**src/rtl/mic_spi_capture.sv**
```systemverilog
// SPI capture front end for the Pmod MIC ADC: one 12-bit sample per SAMPLE_PERIOD.
// Optional leading-zero frame check enabled by defining MIC_FRAME_CHECK_EN.
module mic_spi_capture #(
    parameter int unsigned CLK_DIV       = 25,
    parameter int unsigned SAMPLE_PERIOD = 5000
) (
    input  logic        CLK,
    input  logic        RST,
    input  logic        miso,
    output logic        cs_n,
    output logic        sclk,
    output logic [11:0] sample,
    output logic        sample_valid,
    output logic        frame_err
);

    localparam int unsigned TIMER_W = $clog2(SAMPLE_PERIOD);
    localparam int unsigned DIV_W   = (CLK_DIV > 1) ? $clog2(CLK_DIV) : 1;

    typedef enum logic [1:0] {IDLE, SETUP, SHIFT, DONE} state_t;

    state_t             state;
    logic [TIMER_W-1:0] timer;
    logic [DIV_W-1:0]   div;
    logic [4:0]         bit_cnt;
    logic [15:0]        shift;
    logic               wrap;
    logic               div_end;

    assign wrap    = (timer == TIMER_W'(SAMPLE_PERIOD - 1));
    assign div_end = (div == DIV_W'(CLK_DIV - 1));

    // Free-running conversion period timer, independent of the transfer state
    always_ff @(posedge CLK or posedge RST) begin
        if (RST) begin
            timer <= '0;
        end else if (wrap) begin
            timer <= '0;
        end else begin
            timer <= timer + TIMER_W'(1);
        end
    end

    always_ff @(posedge CLK or posedge RST) begin
        if (RST) begin
            state        <= IDLE;
            cs_n         <= 1'b1;
            sclk         <= 1'b1;
            div          <= '0;
            bit_cnt      <= '0;
            shift        <= '0;
            sample       <= '0;
            sample_valid <= 1'b0;
        end else begin
            sample_valid <= 1'b0;
            case (state)
                IDLE: begin
                    if (wrap) begin
                        state   <= SETUP;
                        cs_n    <= 1'b0;
                        div     <= '0;
                        bit_cnt <= '0;
                    end
                end
                SETUP: begin
                    if (div_end) begin
                        div   <= '0;
                        sclk  <= 1'b0;
                        state <= SHIFT;
                    end else begin
                        div <= div + DIV_W'(1);
                    end
                end
                SHIFT: begin
                    if (div_end) begin
                        div  <= '0;
                        sclk <= ~sclk;
                        // Capture on the CLK edge that raises sclk; the 16th rise ends the frame
                        if (!sclk) begin
                            shift   <= {shift[14:0], miso};
                            bit_cnt <= (bit_cnt == 5'd16) ? bit_cnt : bit_cnt + 5'd1;
                            if (bit_cnt == 5'd15) begin
                                state <= DONE;
                            end
                        end
                    end else begin
                        div <= div + DIV_W'(1);
                    end
                end
                DONE: begin
                    cs_n         <= 1'b1;
                    sample       <= shift[11:0];
                    sample_valid <= 1'b1;
                    state        <= IDLE;
                end
                default: begin
                    state <= IDLE;
                end
            endcase
        end
    end

`ifdef MIC_FRAME_CHECK_EN
    // Leading four bits of a good frame are zero; flag updates with each sample
    always_ff @(posedge CLK or posedge RST) begin
        if (RST) begin
            frame_err <= 1'b0;
        end else if (state == DONE) begin
            frame_err <= (shift[15:12] != 4'd0);
        end
    end
`else
    logic unused_lead_bits;
    assign unused_lead_bits = ^shift[15:12];
    assign frame_err        = 1'b0;
`endif

endmodule

```
**config.mk**
```make
export PLATFORM = sky130hd
export DESIGN_NAME = mic_spi_capture
export DESIGN_NICKNAME = d
export VERILOG_FILES = /design/src/rtl/mic_spi_capture.sv
export SDC_FILE = /design/constraint.sdc
export NUM_CORES = 1
export LEC_CHECK = 0
export BUFFER_PORTS_ARGS = -buffer_cell sky130_fd_sc_hd__buf_2
export CORE_MARGIN = 2
export CORE_UTILIZATION = 28
export CTS_CLUSTER_DIAMETER = 80
export CTS_CLUSTER_SIZE = 8
export DETAILED_ROUTE_END_ITERATION = 16
export PLACE_DENSITY = 0.4
export SLEW_MARGIN = 30
export SYNTH_ARGS = -nofsm -noshare
export SYNTH_HDL_FRONTEND = slang
export SYNTH_SLANG_ARGS = --single-unit
```
**constraint.sdc**
```tcl
create_clock -name CLK -period 6 [get_ports CLK]
set_input_delay 1.2 -clock CLK [delete_from_list [all_inputs] [get_ports CLK]]
set_output_delay 1.2 -clock CLK [all_outputs]
set_load 0.05 [all_outputs]
```
# Yosys cells after proc, flatten, opt, wreduce, memory -nomap -nowiden
# Cells that the tools add are included.
# Widths: inputs -> output; s select.
# totals
register_bits	52
input_bits	3
word_cells	58
output_inout_bits	16
# classes
mux	20
n_eq_ne	13
n_addsub	3
n_reduce_logical	12
bitwise_logic	1
# op_table
op	n
$mux 5	5
$pmux 5 s2	2
$add 13x1->13 const B	1
$eq 13x13->1 const B	1
$mux 13	1
$ne 2x2->1 const B	6
$add 5x1->5 const B	2
$eq 5x5->1 const B	2
$mux 2	5
$reduce_and 5->1	2
$pmux 2 s4	1
$reduce_bool 2->1	4
$reduce_and 3->1	2
$eq 5x4->1 const B	1
$eq 2x2->1 const B	2
$mux 1	4
$pmux 1 s2	2
$reduce_and 2->1	2
$eq 2x1->1 const B	1
$logic_not 2->1	1
$reduce_or 2->1	1
$not 1->1	1

# Depth between registers and ports, before layout
# Gate-level depths: netlist of the first run.
# logic_depth
depth_word	5
ltp_mapped	8
ltp_nobuf	7

# Worst setup path before layout of the first run
# Ideal clock, no wire load.
# synth_timing
path_type	register to register
start	reg state[0]
end	reg shift[0]
required_ns	5.875
setup_ns	0.125
arrival_ns	1.806
setup_slack_ns	4.070
path_stages_with_launch	8
synth_period_minus_slack_ns	1.930
n_path_buf	2
path_cell_list	dfrtp_1 inv_1 ha_1 buf_2 nand2b_1 nor2_1 clkbuf_1 mux2_2
# synth_via
elab_chain_cells	2
# synth_rtl
item	line	rtl
start, declared	22	state_t state;
start signal, assigned	46	state <= IDLE;
start signal, assigned	59	state <= SETUP;
start signal, assigned	69	state <= SHIFT;
$eq 2x2->1	56	case (state)
$reduce_and 3->1 (no line)	n/a	
end signal, assigned	80	shift <= {shift[14:0], miso};
end, declared	26	logic [15:0] shift;
# Every way passes these cells.
# A chain may end at the register's enable or synchronous reset.

# Worst setup path after layout of the first run
# layout_timing
start	reg state[0]
end	reg bit_cnt[2]
# layout_via
elab_chain_cells	3
word_cells_on_any_way	9
cone_classes	eq/ne: 5; mux: 1; reduce/logical: 3
# layout_rtl
item	line	rtl
$eq 2x2->1 / $logic_not 2->1 (equally long branches)	56	
$ne 2x2->1 (no line) / $reduce_bool 2->1 (equally long branches)	n/a	
$reduce_and 5->1 (no line)	n/a	
end signal, assigned	81	bit_cnt <= (bit_cnt == 5'd16) ? bit_cnt : bit_cnt + 5'd1;
end, declared	25	logic [4:0] bit_cnt;
# Parallel ways exist; a longest one is shown, timed or not.

==> flow_metrics.env, run 1 <==
export IMPL_synth_simple_area_share_pct=14.1
export IMPL_worstReg2RegEnd="bit_cnt[2]"
export IMPL_dieArea_um2=9890
export IMPL_synth_edf_count=0
export IMPL_route_vias_total=1630
export IMPL_coreArea_um2=8760
export IMPL_synth_cells=218
export IMPL_path_cells="inv_1 -> ha_1 -> inv_1 -> nor4_1 -> nor2_1 -> or3_1"
export IMPL_timing_fmax_ghz=0.419
export IMPL_grt_first_pass_wirelength_um=8710
export IMPL_synth_area_um2=2550
export IMPL_synth_area_leaders="dfrtp_1 (49%), mux2_2 (11%), ha_1 (5.4%), nand3_1 (2.9%), dfstp_2 (2.1%)"
export IMPL_p_leak_nw=1.40
export IMPL_top_usage_layer="met2"
export IMPL_cp_arrival_ps=2580
export IMPL_synth_largest_area_cell="dfrtp_1"
export IMPL_maxSlewViolCount=0
export IMPL_layout_nets=250
export IMPL_synth_top_flop_cell="dfrtp_1"
export IMPL_finalHoldViolations=0
export IMPL_drive_gt1_share_pct=27.4
export IMPL_syn_nets=232
export IMPL_synth_avg_cell_area_um2=11.7
export IMPL_holdBufCountCts=0
export IMPL_slowest_stage="nor4_1"
export IMPL_drt_iter0_markers=58
export IMPL_hold_class="register to register"
export IMPL_maxCapViolations=0
export IMPL_met1_usage_pct=15.9
export IMPL_yosysWarnings=0
export IMPL_drt_pass1_iter_count=3
export IMPL_async_reset_ff_share_pct=100
export IMPL_dieWidth_um=99.4
export IMPL_grtUsageMet2_pct=16.4
export IMPL_synth_seq_cells=52
export IMPL_hold_end="sample[11]"
export IMPL_first_global_vias=1763
export IMPL_worstSetupPathType="register to register"
export IMPL_holdPathStages=1
export IMPL_holdCritStartpoint="sample[11]"
export IMPL_cts_buffers=5
export IMPL_worstMarginPinSlew_ps=698
export IMPL_r2r_cells=6
export IMPL_viasPerCell=4.72
export IMPL_setup_viol=0
export IMPL_globalRouteOverflowTotal=0
export IMPL_crit_path_frequent_cell="inv_1"
export IMPL_grt_setup_unrepaired="false"
export IMPL_power_density_nw_per_um2=213
export IMPL_grt_use_total_pct=10.9
export IMPL_synth_fa_ha_area_share_pct=5.40
export IMPL_r2r_slack_ps=3610
export IMPL_status="finished clean"
export IMPL_layout_min_cycle_time_ps=2390
export IMPL_synth_top_family_by_area="simple AND/OR/NAND/NOR gates"
export IMPL_syn2layout_area_growth_pct=12.2
export IMPL_place_congestion=0.703
export IMPL_rows=34
export IMPL_max_stage_delay_ps=660
export IMPL_path_clk_slew_ps=100
export IMPL_worstPathRequired_ps=6190
export IMPL_ys_types=50
export IMPL_cts_tree="yes"
export IMPL_cts_sinks=52
export IMPL_synthMuxAreaShare_pct=13.0
export IMPL_antenna_left=0
export IMPL_io_pins=19
export IMPL_cts_htree_levels=2
export IMPL_postCtsSetupRepairBufs=0
export IMPL_total_power_mw=0.610
export IMPL_wl_um=4860
export IMPL_portBuffers=17
export IMPL_clock_latency_ps=310
export IMPL_clockBufferDepth=2
export IMPL_route_detailed_drc=0
export IMPL_grt_max_degree=53
export IMPL_finalSetupTns_ps=0
export IMPL_cp_end_kind="register"
export IMPL_vdd_drop_max_mv=0.0744
export IMPL_root_buffer="clkbuf_8"
export IMPL_wl_per_cell_um=14.1
export IMPL_netlist_area_leader_share_pct=49.1
export IMPL_die_h_um=99.4
export IMPL_grt_util_met3_pct=2.53
export IMPL_initial_utilization_pct=29.1
export IMPL_relSlewSlack_pct=53.0
export IMPL_n_fill_cell=894
export IMPL_seq_area_frac_synth_pct=51.1
export IMPL_cp_max_fo=8
export IMPL_cts_resized=0
export IMPL_n_antenna_cell=0
export IMPL_synth_compound_area_share_pct=9.27
export IMPL_synth_xor_area_share_pct=3.09
export IMPL_fin_skew_ps=9.11
export IMPL_antenna_found_initial=0
export IMPL_post_dp_hpwl_um=3300
export IMPL_rr_startpoint="state[0]"
export IMPL_crit_start="state[0]"
export IMPL_finalCritPeriodShare_pct=39.8
export IMPL_startpoint_type="register"
## how the worst max path moves through the flow
stage | to | slack, ps
2_1_floorplan | bit_cnt[0] | 3550
3_3_place_gp | bit_cnt[2] | 3440
3_5_place_dp | bit_cnt[2] | 3290
4_1_cts | bit_cnt[2] | 3320
5_1_grt | bit_cnt[2] | 3370
6_report | bit_cnt[2] | 3610
## cell usage in the layout (no fill, tap or decap), types with 2 or more instances in the layout
cell | Yosys | routed
o21ai_0 | 5 | 5
clkbuf_8 | 0 | 5
o32a_1 | 2 | 2
o211ai_1 | 2 | 2
and3_1 | 4 | 4
buf_2 | 2 | 17
nand4_1 | 3 | 3
nor2b_1 | 2 | 2
nand2_1 | 9 | 9
nand3_1 | 15 | 15
xnor2_1 | 5 | 5
xor2_1 | 4 | 4
or4b_4 | 2 | 2
ha_1 | 11 | 11
dfrtp_1 | 50 | 50
mux2_2 | 25 | 25
dfstp_2 | 2 | 2
inv_1 | 13 | 12
a41o_1 | 2 | 2
and3_2 | 2 | 2
nor2_1 | 13 | 12
o21a_1 | 3 | 3
a22o_1 | 2 | 2
mux2i_1 | 5 | 5
a311oi_1 | 2 | 2
nand2b_1 | 4 | 4
buf_4 | 1 | 3
o31ai_1 | 2 | 2
a21oi_1 | 2 | 2
## registers in the layout (all words and copies together) (netlist names)
name          cells
bit_cnt           5
cs_n              1
div               5
sample           12
sample_valid      1
sclk              1
shift            12
state             2
timer            13
## where the power goes
| part | total [mW] | switching, mW | internal (mW) |
|---|---|---|---|
| Sequential | 0.350 | 0 | 0.350 |
| Combinational | 0.00910 | 0.00815 | 0.000948 |
| Clock | 0.251 | 0.125 | 0.126 |
## cell type report
cell class	count	area, um^2	share of cell area (%)
repair buffers	20	108	3.76
clock inverters	3	46.3	1.62
multi-input cells	144	1150	40.2
clock buffers	5	68.8	2.40
well taps	108	135	4.72
flip-flops and latches	52	1300	45.6
inverters	13	48.8	1.71
## cell families (layout without fill, tap and decap cells)
logic type      count (synthesis)  after routing
simple gates                   64             64
flops                          52             52
mux                            30             30
compound gates                 29             29
buf+inv                        22             41
fa+ha+maj                      11             11
xor+xnor                        9              9
other cells                     1              1
## Yosys cell counts, drive strengths merged (2+ instances only)
| library cell | number |
|---|---|
| o31ai | 3 |
| and3 | 6 |
| dfstp | 2 |
| xnor2 | 5 |
| a22o | 2 |
| o32a | 2 |
| or4b | 2 |
| o211ai | 2 |
| mux2 | 25 |
| ha | 11 |
| dfrtp | 50 |
| o21ai | 6 |
| a41o | 2 |
| nand2b | 4 |
| a21oi | 2 |
| nand4 | 3 |
| nand2 | 9 |
| clkbuf | 4 |
| o21a | 3 |
| nor2 | 13 |
| buf | 5 |
| xor2 | 4 |
| inv | 13 |
| mux2i | 5 |
| nor2b | 2 |
| a311oi | 2 |
| nand3 | 15 |
## per-stage QoR
step	util, %	setup slack (ps)	instance area (um^2)	hold WS [ps]	cells
final	32.7	3610	2860	511	345
after CTS	32.6	3320	2860	515	345
after global placement	31.3	3440	2740	486	337
after global routing	32.7	3370	2860	543	345
after detailed placement	31.3	3290	2740	496	337
after floorplan	-	3550	2550	470	218
## layer usage
metal  share of wire, %  vias to the layer above
met1                 53                      802
met2                 43                       11
met3                2.3                        4
met5                  0                        -
li1                   -                      813
met4                1.0                        0
## critical path: cells and delay by family, from the launching register on
kind	cells	cell delay [ps]
simple gates	3	1120
buf+inv	2	310
flops	1	420
fa+ha+maj	1	430
Note: power is estimated with default switching activity, not from simulation.
==> inputs of run 2 (changes only) <==
--- a/config.mk
+++ b/config.mk
@@ -5,13 +5,14 @@
 export SDC_FILE = /design/constraint.sdc
 export NUM_CORES = 1
 export LEC_CHECK = 0
+export ABC_AREA = 1
 export BUFFER_PORTS_ARGS = -buffer_cell sky130_fd_sc_hd__buf_2
 export CORE_MARGIN = 2
 export CORE_UTILIZATION = 28
 export CTS_CLUSTER_DIAMETER = 80
 export CTS_CLUSTER_SIZE = 8
 export DETAILED_ROUTE_END_ITERATION = 16
-export PLACE_DENSITY = 0.4
+export PLACE_DENSITY = 0.42
 export SLEW_MARGIN = 30
 export SYNTH_ARGS = -nofsm -noshare
 export SYNTH_HDL_FRONTEND = slang
==> constraint.sdc (replaced) <==
create_clock -name CLK -period 2 [get_ports CLK]
set_input_delay 0.4 -clock CLK [delete_from_list [all_inputs] [get_ports CLK]]
set_output_delay 0.4 -clock CLK [all_outputs]
set_load 0.05 [all_outputs]
==> run 2 against run 1 <==
Net effect:
- synthesized area rose by 5.3%
- register-to-register slack got worse by 3300 ps
- combinational power rose to 3.6 times the previous value
- count of clock-buffer cells in the layout stayed put
- worst hold slack got worse by 430 ps
- utilization fell by 0.36 points
- non-clock buffer count down 1
- largest cell class unchanged
==> flow_metrics.env, run 2 <==
export IMPL_grt_first_pass_wirelength_um=9000
export IMPL_fin_skew_ps=16.0
export IMPL_timing_fmax_ghz=0.575
export IMPL_wl_um=5060
export IMPL_first_global_vias=1937
export IMPL_regMostFlops="timer"
export IMPL_hold_class="primary input to asynchronous set/reset pin"
export IMPL_drive_gt1_share_pct=13.8
export IMPL_grt_max_degree=34
export IMPL_wl_per_cell_um=10.5
export IMPL_worstPathRequired_ps=2180
export IMPL_syn_nets=348
export IMPL_yosys_cell_count_top_type="nand2_1"
export IMPL_portBuffers=17
export IMPL_cp_max_fo=24
export IMPL_postCtsSetupRepairBufs=0
export IMPL_clockBufferDepth=2
export IMPL_ys_types=29
export IMPL_yosysWarnings=0
export IMPL_holdWs_ps=84.9
export IMPL_synth_largest_area_cell="dfrtp_1"
export IMPL_synth_edf_count=0
export IMPL_io_pins=19
export IMPL_path_clk_slew_ps=110
export IMPL_synth_cells=334
export IMPL_seq_area_frac_synth_pct=48.6
export IMPL_initial_utilization_pct=28.9
export IMPL_finalHoldViolations=0
export IMPL_cp_arrival_ps=1920
export IMPL_cp_end_kind="register"
export IMPL_path_cells="inv_1 -> ha_1 -> inv_1 -> nor2_2 -> nand2_2 -> nor2_1 -> a21oi_1"
export IMPL_holdBufCountCts=0
export IMPL_root_buffer="clkbuf_8"
export IMPL_rr_startpoint="state[0]"
export IMPL_cts_htree_levels=2
export IMPL_dieWidth_um=102
export IMPL_power_density_nw_per_um2=578
export IMPL_cts_sinks=52
export IMPL_dieArea_um2=10400
export IMPL_viasPerCell=4.17
export IMPL_drt_pass1_iter_count=5
export IMPL_synth_top_flop_cell="dfrtp_1"
export IMPL_setup_viol=0
export IMPL_cts_tree="yes"
export IMPL_post_dp_hpwl_um=3670
export IMPL_rows=35
export IMPL_grt_setup_unrepaired="false"
export IMPL_grt_util_met3_pct=2.26
export IMPL_synth_seq_cells=52
export IMPL_route_detailed_drc=0
export IMPL_worstSetupPathType="register to register"
export IMPL_layout_nets=367
export IMPL_reg_largest_list="timer: 13 flops, sample: 12 flops, shift: 12 flops"
export IMPL_layout_min_cycle_time_ps=1740
export IMPL_worstReg2RegEnd="shift[0]"
export IMPL_maxCapViolations=0
export IMPL_clock_latency_ps=310
export IMPL_max_stage_delay_ps=430
export IMPL_antenna_found_initial=0
export IMPL_antenna_left=0
export IMPL_p_leak_nw=1.50
export IMPL_place_congestion=0.823
export IMPL_finalSetupTns_ps=0
export IMPL_drt_iter0_markers=60
export IMPL_coreArea_um2=9280
export IMPL_r2r_slack_ps=260
export IMPL_grtUsageMet2_pct=17.1
export IMPL_async_reset_ff_share_pct=100
export IMPL_n_antenna_cell=0
export IMPL_grt_use_total_pct=10.8
export IMPL_vdd_drop_max_mv=0.273
export IMPL_met1_usage_pct=15.2
export IMPL_route_vias_total=2013
export IMPL_startpoint_type="register"
export IMPL_cts_buffers=5
export IMPL_finalCritPeriodShare_pct=86.9
export IMPL_slowest_stage="dfrtp_1"
export IMPL_synth_area_um2=2680
export IMPL_largest_register_ffs=13
export IMPL_syn2layout_area_growth_pct=11.7
export IMPL_globalRouteOverflowTotal=0
export IMPL_netlist_area_leader_share_pct=46.6
export IMPL_cts_resized=0
export IMPL_final_cell_mix="nand2_1 (93), dfrtp_1 (50), inv_1 (48)"
export IMPL_crit_path_frequent_cell="inv_1"
export IMPL_status="finished clean"
export IMPL_r2r_cells=7
export IMPL_yosys_top_cells_count="nand2_1 (93), dfrtp_1 (50), inv_1 (49), nand3_1 (27), nor2_1 (27)"
export IMPL_synth_avg_cell_area_um2=8.04
export IMPL_maxSlewViolCount=0
export IMPL_top_usage_layer="met2"
export IMPL_die_h_um=102
export IMPL_final_common_cell="nand2_1"
export IMPL_synth_area_leaders="dfrtp_1 (47%), nand2_1 (13%), inv_1 (6.9%), ha_1 (5.1%), nand3_1 (5.0%)"
-- run 2: power breakdown --
group	internal [mW]	leakage, nW	total, mW	switching [mW]
clock	0.256	0.0452	0.647	0.391
combinational	0.00597	0.753	0.0328	0.0269
sequential	1.05	0.703	1.05	0.000216
total	1.31	1.50	1.73	0.418
-- run 2: how the worst max path moves through the flow --
stage / from / endpoint / slack [ps]
5_1_grt: state[0] / shift[0] / 100
6_report: state[0] / shift[0] / 260
3_3_place_gp: state[0] / shift[0] / 340
3_5_place_dp: state[0] / shift[10] / 270
2_1_floorplan: RST / bit_cnt[0] / 350
4_1_cts: state[0] / shift[0] / 260
-- run 2: layout make-up --
type | count | area [um^2]
tap | 129 | 161
sequential | 52 | 1300
inverter | 51 | 191
timing repair buffer | 19 | 113
fill | 1024 | 6290
multi-input combinational | 224 | 1130
clock buffer | 5 | 68.8
clock inverter | 3 | 25.0
-- run 2: worst max-delay path: cells and delay by family, from the launching register on --
family                   cells  cell delay, ps
AND/OR/NAND/NOR              3             580
flip-flops                   1             430
buffers and inverters        2             280
adder cells (fa/ha/maj)      1             280
AO/OA/AOI/OAI                1              50
-- run 2: kinds of logic (layout without fill, tap and decap cells) --
family	Yosys count	after routing	synth area share [%]
fa+ha+maj	11	11	5.13
xor+xnor	3	3	0.979
compound gates	33	33	6.34
flops	52	52	48.6
simple gates	176	176	29.7
buf+inv	58	78	9.14
other cells	1	1	0.140
-- run 2: routing by layer --
layer	part of all wire, %	wire, um	up-vias
li1	-	-	1079
met1	52	2650	911
met2	44	2240	19
met3	2.7	136	4
met4	0.79	40	0
met5	0	0	-
-- run 2: per-stage QoR --
stage	util [%]	setup WS, ps	power (mW)	instance area (um^2)	instances
5_1_grt	32.3	101	1.81	3000	483
2_1_floorplan	-	345	1.09	2680	334
3_3_place_gp	31.3	341	1.11	2900	475
3_5_place_dp	31.3	273	1.11	2900	475
6_report	32.3	262	1.73	3000	483
4_1_cts	32.3	257	1.78	3000	483
